**src/rtl/cmac_tx_axis_arbiter.sv**
```systemverilog
// Packet-level round-robin arbiter: two 512-bit AXI4-Stream sources onto the CMAC TX port.
// Whole packets only, with runaway-packet truncation and per-source statistics.
module cmac_tx_axis_arbiter #(
    parameter int MAX_BEATS = 256,
    parameter int CNT_W     = 32
) (
    input  logic             aclk,
    input  logic             aresetn,
    input  logic             tx_enable,

    input  logic [511:0]     s0_axis_tdata,
    input  logic [63:0]      s0_axis_tkeep,
    input  logic             s0_axis_tvalid,
    input  logic             s0_axis_tlast,
    input  logic             s0_axis_tuser,
    output logic             s0_axis_tready,

    input  logic [511:0]     s1_axis_tdata,
    input  logic [63:0]      s1_axis_tkeep,
    input  logic             s1_axis_tvalid,
    input  logic             s1_axis_tlast,
    input  logic             s1_axis_tuser,
    output logic             s1_axis_tready,

    output logic [511:0]     m_axis_tdata,
    output logic [63:0]      m_axis_tkeep,
    output logic             m_axis_tvalid,
    output logic             m_axis_tlast,
    output logic             m_axis_tuser,
    input  logic             m_axis_tready,

    output logic [1:0]       grant,
    output logic [CNT_W-1:0] pkt_cnt0,
    output logic [CNT_W-1:0] pkt_cnt1,
    output logic [15:0]      trunc_cnt
);

    typedef enum logic [2:0] {
        S_IDLE,
        S_GNT0,
        S_GNT1,
        S_DRAIN0,
        S_DRAIN1
    } state_t;

    localparam logic [15:0] LAST_BEAT = 16'(MAX_BEATS - 1);

    state_t           r_state;
    state_t           w_next;
    logic             r_last_owner;
    logic [15:0]      r_beat_cnt;
    logic [CNT_W-1:0] r_pkt_cnt0;
    logic [CNT_W-1:0] r_pkt_cnt1;
    logic [15:0]      r_trunc_cnt;

    logic             w_own1;
    logic             w_gnt;
    logic             w_drain;
    logic [511:0]     w_sd;
    logic [63:0]      w_sk;
    logic             w_sv;
    logic             w_sl;
    logic             w_su;
    logic             w_at_limit;
    logic             w_hs;

    // Mux of the owning source; only meaningful while granted or draining.
    always_comb begin
        w_own1     = (r_state == S_GNT1) || (r_state == S_DRAIN1);
        w_gnt      = (r_state == S_GNT0) || (r_state == S_GNT1);
        w_drain    = (r_state == S_DRAIN0) || (r_state == S_DRAIN1);
        w_sd       = w_own1 ? s1_axis_tdata  : s0_axis_tdata;
        w_sk       = w_own1 ? s1_axis_tkeep  : s0_axis_tkeep;
        w_sv       = w_own1 ? s1_axis_tvalid : s0_axis_tvalid;
        w_sl       = w_own1 ? s1_axis_tlast  : s0_axis_tlast;
        w_su       = w_own1 ? s1_axis_tuser  : s0_axis_tuser;
        w_at_limit = w_gnt && !w_sl && (r_beat_cnt == LAST_BEAT);
        w_hs       = w_gnt && w_sv && m_axis_tready;
    end

    always_comb begin
        m_axis_tdata   = '0;
        m_axis_tkeep   = '0;
        m_axis_tvalid  = 1'b0;
        m_axis_tlast   = 1'b0;
        m_axis_tuser   = 1'b0;
        s0_axis_tready = 1'b0;
        s1_axis_tready = 1'b0;
        w_next         = r_state;

        if (w_gnt) begin
            m_axis_tdata  = w_sd;
            m_axis_tkeep  = w_sk;
            m_axis_tvalid = w_sv;
            // Forced end-of-packet, flagged as errored so the MAC aborts the frame.
            m_axis_tlast  = w_sl || w_at_limit;
            m_axis_tuser  = w_su || w_at_limit;
        end

        s0_axis_tready = ((r_state == S_GNT0) && m_axis_tready) || (r_state == S_DRAIN0);
        s1_axis_tready = ((r_state == S_GNT1) && m_axis_tready) || (r_state == S_DRAIN1);

        case (r_state)
            S_IDLE: begin
                if (tx_enable) begin
                    if (s0_axis_tvalid && s1_axis_tvalid)
                        w_next = r_last_owner ? S_GNT0 : S_GNT1;
                    else if (s0_axis_tvalid)
                        w_next = S_GNT0;
                    else if (s1_axis_tvalid)
                        w_next = S_GNT1;
                end
            end
            S_GNT0, S_GNT1: begin
                if (w_hs && w_sl)
                    w_next = S_IDLE;
                else if (w_hs && w_at_limit)
                    w_next = w_own1 ? S_DRAIN1 : S_DRAIN0;
            end
            S_DRAIN0, S_DRAIN1: begin
                if (w_sv && w_sl)
                    w_next = S_IDLE;
            end
            default: w_next = S_IDLE;
        endcase
    end

    always_ff @(posedge aclk) begin
        if (!aresetn) begin
            r_state      <= S_IDLE;
            r_last_owner <= 1'b1;
            r_beat_cnt   <= '0;
            r_pkt_cnt0   <= '0;
            r_pkt_cnt1   <= '0;
            r_trunc_cnt  <= '0;
        end else begin
            r_state <= w_next;
            if (w_hs) begin
                if (w_sl) begin
                    r_beat_cnt   <= '0;
                    r_last_owner <= w_own1;
                    if (w_own1) r_pkt_cnt1 <= r_pkt_cnt1 + 1'b1;
                    else        r_pkt_cnt0 <= r_pkt_cnt0 + 1'b1;
                end else if (w_at_limit) begin
                    r_beat_cnt   <= '0;
                    r_last_owner <= w_own1;
                    if (r_trunc_cnt != 16'hFFFF) r_trunc_cnt <= r_trunc_cnt + 1'b1;
                end else begin
                    r_beat_cnt <= r_beat_cnt + 1'b1;
                end
            end
        end
    end

    assign grant     = {(r_state == S_GNT1) || (r_state == S_DRAIN1),
                        (r_state == S_GNT0) || (r_state == S_DRAIN0)};
    assign pkt_cnt0  = r_pkt_cnt0;
    assign pkt_cnt1  = r_pkt_cnt1;
    assign trunc_cnt = r_trunc_cnt;

endmodule

```
**config.mk**
```make
export PLATFORM = sky130hd
export DESIGN_NAME = cmac_tx_axis_arbiter
export DESIGN_NICKNAME = d
export VERILOG_FILES = /design/src/rtl/cmac_tx_axis_arbiter.sv
export SDC_FILE = /design/constraint.sdc
export NUM_CORES = 1
export LEC_CHECK = 0
export ABC_AREA = 1
export BUFFER_PORTS_ARGS = -buffer_cell sky130_fd_sc_hd__buf_2
export CAP_MARGIN = 20
export CORE_AREA = 2 2 714 716
export CTS_CLUSTER_SIZE = 10
export DETAILED_ROUTE_END_ITERATION = 16
export DIE_AREA = 0 0 716 718
export PLACE_DENSITY = 0.3
export SLEW_MARGIN = 15
export SYNTH_ARGS = -nofsm -noshare
export SYNTH_HDL_FRONTEND = slang
export SYNTH_SLANG_ARGS = --single-unit
export TNS_END_PERCENT = 100
```
**constraint.sdc**
```tcl
create_clock -name aclk -period 4.2 [get_ports aclk]
set_clock_uncertainty 0.1 [all_clocks]
set_input_delay 0.21 -clock aclk [delete_from_list [all_inputs] [get_ports aclk]]
set_output_delay 0.21 -clock aclk [all_outputs]
set_load 0.02 [all_outputs]
```
==> metrics.md <==
| Metric | Value |
|---|---|
| Area Growth Syn to Fin | `143%` |
| Nature of the critical path startpoint | `flop` |
| CTS tree | `yes` |
| Leakage Power | `around 14 nW` |
| Commonest non-fill, non-tap cell in the layout | `buf_2` |
| Detail Placement HPWL | `424 mm` |
| EDFF count, synth | `0` |
| Setup Crit Path Kind | `flop to primary output` |
| Chip width | `about 700 um` |
| GR Overflow Total | `0` |
| Synthesized area | `13,900 um2` |
| Crit-path cells | `inv_2, nand3_4, nand2_8, inv_8, buf_4, nand2_1, a21oi_1, buf_2` |
| Top-area cell type share of the netlist area | `37.5%` |
| # H-tree levels | `3` |
| Dominant synthesized flop cell | `dfxtp_1` |
| Maximum root-to-sink buffer count | `2` |
| Post-DRT Antenna Nets | `0` |
| DR WL/cell | `38.8 um` |
| Initial antenna violation count | `566` |
| Via count | `approximately 30,000` |
| Post-synthesis sequential area ratio | `14.4%` |
| Yosys warns | `0` |
| Vias in the first global route | `27,500` |
| Mapped Cells | `2,807` |
| Slowest CP cell | `a21oi_1` |
| Share of layout cells above drive strength 1 | `43.4%` |
| Status | `complete, no violations` |
| Port bufs | `1,824` |
| CTS root buf | `clkbuf_16` |
| Post-DP Area | `~32,000 um2` |
| Cts bufs inserted | `9` |
| DR vias/cell | `2.60` |
| Initial core utilization | `2.74%` |
| Setup TNS | `0 ns` |
| Dominant cell type by area after synthesis | `nand2_1` |
| Ys async rst share | `0%` |
| Yosys cell types | `38` |
| Ports | `1,825` |
| Setup slack after layout | `0.155 ns` |
| Fmax | `between 200 and 250 MHz` |
| Total GRT Usage | `approximately 17%` |
| Largest stage delay, worst path | `about 0.66 ns` |
| First-pass GRT wire length | `516 mm` |
| TritonCTS Sinks | `100` |
| Power Density | `585 nW/um2` |
| Register area | `roughly 2000 um2` |
| RD Place Congestion | `1.12` |
| FF+latch count, synth | `100` |
| Final Setup Violations | `0` |
| WHS | `around 0.18 ns` |
| Net Count, Synth | `3,973` |
| Total power | `19.8 mW` |
| CP max FO | `40` |
| Hold Path Class | `input port to flop` |
| Multi-input gate area | `10,600 um2` |
| DRC Markers | `0` |
| Most frequent cells in the layout | `1,750 x buf_2, 1,389 x nand2_1, 654 x a21oi_1` |
| Setup WS pre-CTS | `0.472 ns` |
| Avg Cell Area, Syn | `approximately 5 um2` |
| Critical path required time | `roughly 4 ns` |
| Core footprint | `507,000 um2` |
| Cells after DPL | `11,200` |
| Tightest Pin Transition | `between 1 and 1.5 ns` |
| Fin crit share | `96.3%` |
| Worst slew margin | `33.3%` |
| Crit. End Element | `primary output` |
| Die Ht | `718 um` |
| Core Rows | `262` |
| Largest cells by area after synthesis | `nand2_1 37%, a21oi_1 24%, dfxtp_1 14%` |
| Hold Violations, Final | `0` |
| Worst EP arrival | `3.73 ns` |
| Filler Cell Count | `between 60,000 and 70,000` |
| Latest clock arrival within the worst-skew pair | `roughly 0.4 ns` |
| Drt first pass iters | `5` |
| Post-Route WL | `between 400 and 500 mm` |
| Final Max Slew Viols | `0` |
| Tmin final | `4.04 ns` |
| Nets@finish | `5,673` |
| Post-route insts no fill | `11,700` |
| Initial DRC Count | `2,758` |
| Max cap viols | `0` |
| Largest net degree at the start of global routing | `84` |
| DIE AREA | `514,000 um2` |
| Maximum vdd ir drop | `278 uV` |
| Post-Layout Inst Area | `33,800 um2` |
| Register clock-pin slew on the reported worst setup and hold paths | `0.08 ns` |
| Final Util | `approximately 6.7%` |
[flip-flops by register name, indices dropped and copies added, names as in the netlist]
| signal | cells |
|---|---|
| pkt_cnt1 | 32 |
| r_last_owner | 1 |
| r_beat_cnt | 16 |
| pkt_cnt0 | 32 |
| r_state | 3 |
| trunc_cnt | 16 |
[power by group]
group	total (mW)	internal, mW	switching (mW)	leakage (nW)
Combinational	17.8	4.29	13.5	13.3
Clock	0.984	0.478	0.506	0.157
Sequential	0.982	0.964	0.0175	0.806
Total	19.8	5.73	14.1	14.2
[area by class of cell]
type / count / share of cell area [%]
multi-input combinational: 2409 / 31.3
timing repair buffer: 1903 / 32.7
clock buffer: 9 / 0.666
clock inverter: 7 / 0.266
inverter: 84 / 0.981
antenna: 437 / 3.23
sequential: 100 / 5.92
tap: 6732 / 24.9
[worst max-delay path: cells and delay by family (launching register included)]
family / cells / cell delay [ns]
compound gates: 1 / 0.66
flops: 1 / 0.47
buf+inv: 4 / 1.46
simple gates: 3 / 0.49
[cells by family (layout without fill, tap and decap cells)]
| logic type | Yosys count | in the layout | share of synthesized area, % |
|---|---|---|---|
| other | 0 | 437 | 0 |
| and+or+nand+nor | 1662 | 1662 | 47.3 |
| buffers and inverters | 298 | 2003 | 9.69 |
| xor gates and xnor gates | 45 | 45 | 2.83 |
| AOI/OAI and AO/OA | 698 | 698 | 25.4 |
| DFF | 100 | 100 | 14.4 |
| adders and majority gates | 4 | 4 | 0.360 |
[path summary, 6_finish.rpt]
| check | slack, ns | to | depth (start not counted) | start |
|---|---|---|---|---|
| max | 0.16 | m_axis_tdata[299] | 8 | r_state[2] |
| min | 0.18 | r_state[2] | 5 | tx_enable |
| max reg2reg | 1.36 | trunc_cnt[8] | 11 | r_state[1] |
| min reg2reg | 0.38 | r_beat_cnt[7] | 2 | r_beat_cnt[7] |
[cells in the mapped netlist (all sizes together) (2+ instances only)]
cell type,n
buf,162
ha,4
xnor2,16
clkbuf,52
xor2,29
inv,84
nand4,15
a31oi,2
a21oi,657
a211oi,2
nor3,52
nor4,2
nor3b,4
o21a,3
nand2,1400
and3,5
dfxtp,100
o21bai,2
o21ai,30
nand3,55
nor2,128
[per-layer routing]
layer	part of all wire, %	track usage [%]	vias up
met2	45	27.6	2273
li1	-	-	12900
met5	0.32	0	-
met3	12	8.22	882
met1	39	19.6	14100
met4	3.2	4.44	180
[what timing repair did]
action | CTS | global route
gates resized for setup | 2 | 0
setup endpoints to repair | 2 | 0
buffers inserted | 0 | 0
hold buffers | 0 | 0
Note: power is estimated with default switching activity, not from simulation.
